[config.mk]
export PLATFORM = sky130hd
export DESIGN_NAME = sar_adc_ctrl
export DESIGN_NICKNAME = d
export VERILOG_FILES = /design/src/rtl/sar_adc_ctrl.sv
export SDC_FILE = /design/constraint.sdc
export NUM_CORES = 1
export LEC_CHECK = 0
export CAP_MARGIN = 30
export CORE_MARGIN = 1.5
export CORE_UTILIZATION = 55
export DETAILED_ROUTE_END_ITERATION = 6
export GPL_TIMING_DRIVEN = 0
export PLACE_DENSITY = 0.76
export SKIP_CTS_REPAIR_TIMING = 1
export SYNTH_ARGS = -nofsm -noshare
export SYNTH_HDL_FRONTEND = slang
export SYNTH_SLANG_ARGS = --single-unit
[constraint.sdc]
create_clock -name clk -period 3.5 [get_ports clk]
set_clock_uncertainty 0.2 [all_clocks]
set_input_delay 0.7 -clock clk [delete_from_list [all_inputs] [get_ports clk]]
set_output_delay 0.7 -clock clk [all_outputs]
set_load 0.05 [all_outputs]
[src/rtl/sar_adc_ctrl.sv]
// Successive-approximation controller for the R2R-DAC / comparator ADC front end.
// Handles sample-and-hold timing, per-bit DAC settling, channel selection and round-robin scanning.
module sar_adc_ctrl #(
  parameter int WIDTH         = 8,
  parameter int SETTLE_CYCLES = 1,
  parameter int SAMPLE_CYCLES = 2,
  parameter int NUM_CH        = 4,
  parameter bit INVERT_DAC    = 1'b1,
  localparam int CH_W         = (NUM_CH > 1) ? $clog2(NUM_CH) : 1
) (
  input  logic             clk,
  input  logic             reset,
  input  logic             start,
  input  logic [CH_W-1:0]  ch_req,
  input  logic             cont,
  input  logic             abort,
  input  logic             comp,
  output logic [WIDTH-1:0] dac_out,
  output logic             sample,
  output logic [CH_W-1:0]  ch_sel,
  output logic             busy,
  output logic [WIDTH-1:0] result,
  output logic [CH_W-1:0]  result_ch,
  output logic             result_valid
);

  localparam logic [1:0] S_IDLE   = 2'd0;
  localparam logic [1:0] S_SAMPLE = 2'd1;
  localparam logic [1:0] S_CONV   = 2'd2;
  localparam logic [1:0] S_DONE   = 2'd3;

  localparam int               IDX_W     = $clog2(WIDTH);
  localparam logic [IDX_W-1:0] IDX_MSB   = IDX_W'(WIDTH - 1);
  localparam logic [IDX_W-1:0] IDX_ONE   = IDX_W'(1);
  localparam logic [3:0]       SETTLE_L  = 4'(SETTLE_CYCLES);
  localparam logic [7:0]       SAMP_LAST = 8'(SAMPLE_CYCLES - 1);
  localparam logic [WIDTH-1:0] MSB_CODE  = {1'b1, {(WIDTH-1){1'b0}}};
  localparam logic [CH_W:0]    NUM_CH_L  = (CH_W+1)'(NUM_CH);
  localparam logic [CH_W-1:0]  LAST_CH   = CH_W'(NUM_CH - 1);
  localparam logic [CH_W-1:0]  CH_ONE    = CH_W'(1);

  logic [1:0]       state_q, state_d;
  logic [WIDTH-1:0] trial_q, trial_d;
  logic [IDX_W-1:0] idx_q, idx_d;
  logic [3:0]       settle_q, settle_d;
  logic [7:0]       samp_cnt_q, samp_cnt_d;
  logic [CH_W-1:0]  ch_sel_q, ch_sel_d;
  logic [CH_W-1:0]  scan_ptr_q, scan_ptr_d;
  logic [WIDTH-1:0] result_q, result_d;
  logic [CH_W-1:0]  result_ch_q, result_ch_d;
  logic             result_valid_q, result_valid_d;

  logic [CH_W-1:0]  ch_clamped;
  logic [CH_W-1:0]  next_ptr;

  // NOTE: every always_comb output gets a default first so no path can infer a latch.
  always_comb begin
    state_d        = state_q;
    trial_d        = trial_q;
    idx_d          = idx_q;
    settle_d       = settle_q;
    samp_cnt_d     = samp_cnt_q;
    ch_sel_d       = ch_sel_q;
    scan_ptr_d     = scan_ptr_q;
    result_d       = result_q;
    result_ch_d    = result_ch_q;
    result_valid_d = 1'b0;

    ch_clamped = ({1'b0, ch_req} >= NUM_CH_L) ? '0 : ch_req;
    next_ptr   = (ch_sel_q == LAST_CH) ? '0 : ch_sel_q + CH_ONE;

    case (state_q)
      S_IDLE: begin
        if (!abort) begin
          if (cont) begin
            state_d    = S_SAMPLE;
            ch_sel_d   = scan_ptr_q;
            samp_cnt_d = SAMP_LAST;
          end else if (start) begin
            state_d    = S_SAMPLE;
            ch_sel_d   = ch_clamped;
            samp_cnt_d = SAMP_LAST;
          end
        end
      end
      S_SAMPLE: begin
        if (samp_cnt_q == 8'd0) begin
          state_d  = S_CONV;
          trial_d  = MSB_CODE;
          idx_d    = IDX_MSB;
          settle_d = SETTLE_L;
        end else begin
          samp_cnt_d = samp_cnt_q - 8'd1;
        end
      end
      S_CONV: begin
        if (settle_q != 4'd0) begin
          settle_d = settle_q - 4'd1;
        end else begin
          // Decide the current bit and, in the same cycle, put the next trial bit on the DAC.
          trial_d[idx_q] = comp;
          if (idx_q != '0) begin
            trial_d[idx_q - IDX_ONE] = 1'b1;
            idx_d    = idx_q - IDX_ONE;
            settle_d = SETTLE_L;
          end else begin
            state_d = S_DONE;
          end
        end
      end
      S_DONE: begin
        result_d       = trial_q;
        result_ch_d    = ch_sel_q;
        result_valid_d = 1'b1;
        trial_d        = '0;
        scan_ptr_d     = next_ptr;
        if (cont) begin
          state_d    = S_SAMPLE;
          ch_sel_d   = next_ptr;
          samp_cnt_d = SAMP_LAST;
        end else begin
          state_d = S_IDLE;
        end
      end
      default: state_d = S_IDLE;
    endcase

    // Abort overrides everything, including publishing a finished result.
    if (abort && (state_q != S_IDLE)) begin
      state_d        = S_IDLE;
      trial_d        = '0;
      scan_ptr_d     = scan_ptr_q;
      result_d       = result_q;
      result_ch_d    = result_ch_q;
      result_valid_d = 1'b0;
    end
  end

  // NOTE: sequential state uses non-blocking assignments only, so all flops update together.
  always_ff @(posedge clk or negedge reset) begin
    if (!reset) begin
      state_q        <= S_IDLE;
      trial_q        <= '0;
      idx_q          <= '0;
      settle_q       <= '0;
      samp_cnt_q     <= '0;
      ch_sel_q       <= '0;
      scan_ptr_q     <= '0;
      result_q       <= '0;
      result_ch_q    <= '0;
      result_valid_q <= 1'b0;
    end else begin
      state_q        <= state_d;
      trial_q        <= trial_d;
      idx_q          <= idx_d;
      settle_q       <= settle_d;
      samp_cnt_q     <= samp_cnt_d;
      ch_sel_q       <= ch_sel_d;
      scan_ptr_q     <= scan_ptr_d;
      result_q       <= result_d;
      result_ch_q    <= result_ch_d;
      result_valid_q <= result_valid_d;
    end
  end

  assign dac_out      = INVERT_DAC ? ~trial_q : trial_q;
  assign sample       = (state_q == S_SAMPLE);
  assign busy         = (state_q != S_IDLE);
  assign ch_sel       = ch_sel_q;
  assign result       = result_q;
  assign result_ch    = result_ch_q;
  assign result_valid = result_valid_q;

endmodule

==> metrics.csv <==
stage,metric,value,unit
outcome,status,"finished, final reports clean",
die,row_count,24,
drt,vias_per_cell,6.101,
clock_tree,clk_latency,300,ps
global_route,grt_use_met2,0.4270,
setup_path,r2r_cells,9,
power,finalPower,2730,uW
clock_tree,clock_sinks,40,
final_layout,layout_commonest_cell,dfrtp_1,
sta,setup_viol_count_final,0,
drt,drtPass1Iterations,4,
global_route,globalRouteMet1Util,0.3117,
final_layout,nNetsFinal,331,
power,p_per_area,903.1,nW/um^2
setup_path,reg2reg_from,idx_q[0]$_DFFE_PN0P_,
die,boundaryPins,31,
final_layout,layout_common_cells,"dfrtp_1 (40), nand2_1 (27), clkdlybuf4s50_1 (27)",
global_route,grt_pass1_wl,10010,um
sta,timing.fmax,327.8,MHz
setup_path,critPathTopFamily,buffers and inverters,
drt,detail_route.wirelength,5826,um
final_layout,area_delta_synth_final,17.85,%
setup_path,slowest_stage,clkdlybuf4s50_1,
sta,fin_crit_sh,0.8716,
sta,post-route-min-period,3051,ps
setup_path,critPathBufInv,3,
clock_tree,htree_levels,2,
logic_synthesis,ys_seq_elements,40,
die,core_area,4414,um^2
drt,drc,0,
die,start_util,0.5811,
sta,fin_setup_tns,0,ps
global_route,antenna_found_initial,0,
logic_synthesis,synth_ff_type,dfrtp_1,
logic_synthesis,synth_cell_types,61,
sta,maxSlewViolCount,0,
setup_path,cp-start-kind,flop,
clock_tree,cts_tree,done,
logic_synthesis,yosys-top-cells-area,"dfrtp_1 (39%), ha_1 (5.4%), nand2_1 (4.0%), mux2i_1 (3.5%), inv_1 (3.5%)",
power,ir_drop,0.4271,mV
setup_path,path_common_cell,inv_1,
setup_path,max_stage_delay,820,ps
sta,rsz0062_at_grt,no,
logic_synthesis,seq_area_frac_synth,0.3902,
logic_synthesis,ys_warn_count,0,
logic_synthesis,synthesis.nets,295,
hold_path,holdCritPathClass,in -> async,
power,p_leak,0.001284,uW
logic_synthesis,post-synth-top-area-cell,dfrtp_1,
global_route,grt_pass1_vias,2164,
global_route,use_met3,0.04360,
setup_path,r2r-end,trial_q[4]$_DFFE_PN0P_,
setup_path,worstPathArrival,2150,ps
drt,drtIter0Drc,212,
drt,ant_nets,0,
global_route,grt_overflow,0,
setup_path,critPathMaxFanout,8,
clock_tree,clk_pin_slew,80,ps
final_layout,drive_gt1_frac,0.08946,
flow_run,drv_cap,0,
sta,worst_pin_slew,676.6,ps
clock_tree,clockBufferDepth,2,
setup_path,worstPathCellList,inv_1 > ha_1 > inv_1 > clkdlybuf4s50_1,
placement,dp_hpwl,4147,um
logic_synthesis,netlist_area,2565,um^2
placement,gp_congestion,0.8817,
setup_path,regToRegSetupSlack,500,ps
sta,hold_violations,0,
logic_synthesis,synthCells,276,
die,die_w,71.29,um
logic_synthesis,synth_edf_count,0,
logic_synthesis,synth.avg_cell_area,9.293,um^2
die,die_area,5082,um^2
setup_path,crit_path_end_kind,output port,
clock_tree,root_buffer,clkbuf_8,
sta,relSlewSlack,0.5462,
global_route,grtUsageTotal,0.2493,
global_route,busiest_layer,met2,
drt,wl_per_cell,15.96,um
drt,vias,2227,
die,die_h,71.29,um
logic_synthesis,synthArstFlopShare,1.000,
setup_path,crit_type,reg -> out,
setup_path,cp_data_required_time,2600,ps
clock_tree,cts_buffers,5,
final_layout,diodes,0,
logic_synthesis,yosys.area.top_type_share,0.3902,
placement,port_buffers,28,
global_route,grt_max_degree,41,
[final cells by class]
| cell class | instances | area [um^2] |
|---|---|---|
| clock buffers | 6 | 82.58 |
| plain buffers | 15 | 60.06 |
| inverters | 24 | 90.09 |
| repair buffers | 29 | 295.3 |
| flip-flops and latches | 40 | 1001 |
| multi-input cells | 197 | 1414 |
| clock inverters | 2 | 15.01 |
| well taps | 52 | 65.06 |
| fillers | 386 | 1391 |
[routing by layer]
layer,up-vias,share of wire,routed length [um]
li1,1080,-,-
met1,1085,0.44,2564
met2,52,0.51,2952
met3,10,0.033,192
met4,0,0.020,117
met5,-,0,0
[worst reg2reg max path, cell delays in order (launching register included)]
cell      delay (ps)
dfrtp_1          330
clkbuf_1         260
clkbuf_1         370
inv_1            200
ha_1             330
clkbuf_1         300
nand2_1          100
or3b_2           450
a41o_1           230
a21oi_1          150
[per-stage QoR]
stage,hold slack (ps),setup slack [ps],util,instances,instance area [um^2]
floorplan,204.4,963.0,-,276,2565
global placement,263.1,516.2,0.6593,356,2910
detailed placement,269.4,580.7,0.6582,356,2905
CTS,288.2,452.9,0.6803,364,3003
global route,137.8,292.9,0.6848,365,3023
finish,108.1,449.2,0.6848,365,3023
[flip-flops by register name, summed over array words and instances (netlist names)]
register      flops
result_valid      1
scan_ptr_q        2
result_ch         2
samp_cnt_q        8
idx_q             3
state_q           2
settle_q          4
ch_sel            2
result            8
trial_q           8
[logic make-up (layout without fill, tap and decap cells)]
logic type,after synthesis,count (layout),share of synthesized area
simple gates,84,84,0.1756
buf+inv,39,76,0.05854
mux,19,19,0.07902
flops,40,40,0.3902
compound gates,83,83,0.2429
fa+ha+maj,11,11,0.05366
[how the worst max path moves through the flow]
stage / from / to / depth (start not counted)
after global placement: reset / samp_cnt_q[3]$_DFFE_PN0P_ / 1
after detailed placement: idx_q[0]$_DFFE_PN0P_ / trial_q[4]$_DFFE_PN0P_ / 9
after floorplan: idx_q[0]$_DFFE_PN0P_ / trial_q[4]$_DFFE_PN0P_ / 9
after CTS: state_q[0]$_DFFE_PN0P_ / busy / 4
after global routing: idx_q[0]$_DFFE_PN0P_ / trial_q[4]$_DFFE_PN0P_ / 9
final: state_q[0]$_DFFE_PN0P_ / busy / 4
[where the power goes]
| part | internal [uW] | leakage (uW) | total, uW | switching [uW] |
|---|---|---|---|---|
| sequential | 609 | 0.000504 | 727 | 117 |
| clock | 160 | 0.0000434 | 338 | 178 |
| combinational | 616 | 0.000737 | 1670 | 1050 |
| total | 1390 | 0.00128 | 2730 | 1340 |
[synthesized netlist by cell type (2+ instances only)]
master	n
nor3_1	2
a31oi_1	5
mux2i_1	9
o211ai_1	4
a211oi_1	4
dfrtp_1	40
o31ai_1	5
o22ai_1	3
nor2b_1	4
or3b_2	2
nor2_1	12
o21bai_1	2
o21ai_0	16
a32oi_1	2
mux2_1	4
clkbuf_1	13
inv_1	24
o21a_1	2
nand4_1	4
a22oi_1	3
ha_1	11
a41o_1	3
nor3b_1	4
mux2_2	6
nand3_1	6
or3_1	2
nand2b_1	11
o22a_1	2
o221ai_1	2
a21oi_1	12
nand2_1	27
Note: power is estimated with default switching activity, not from simulation.
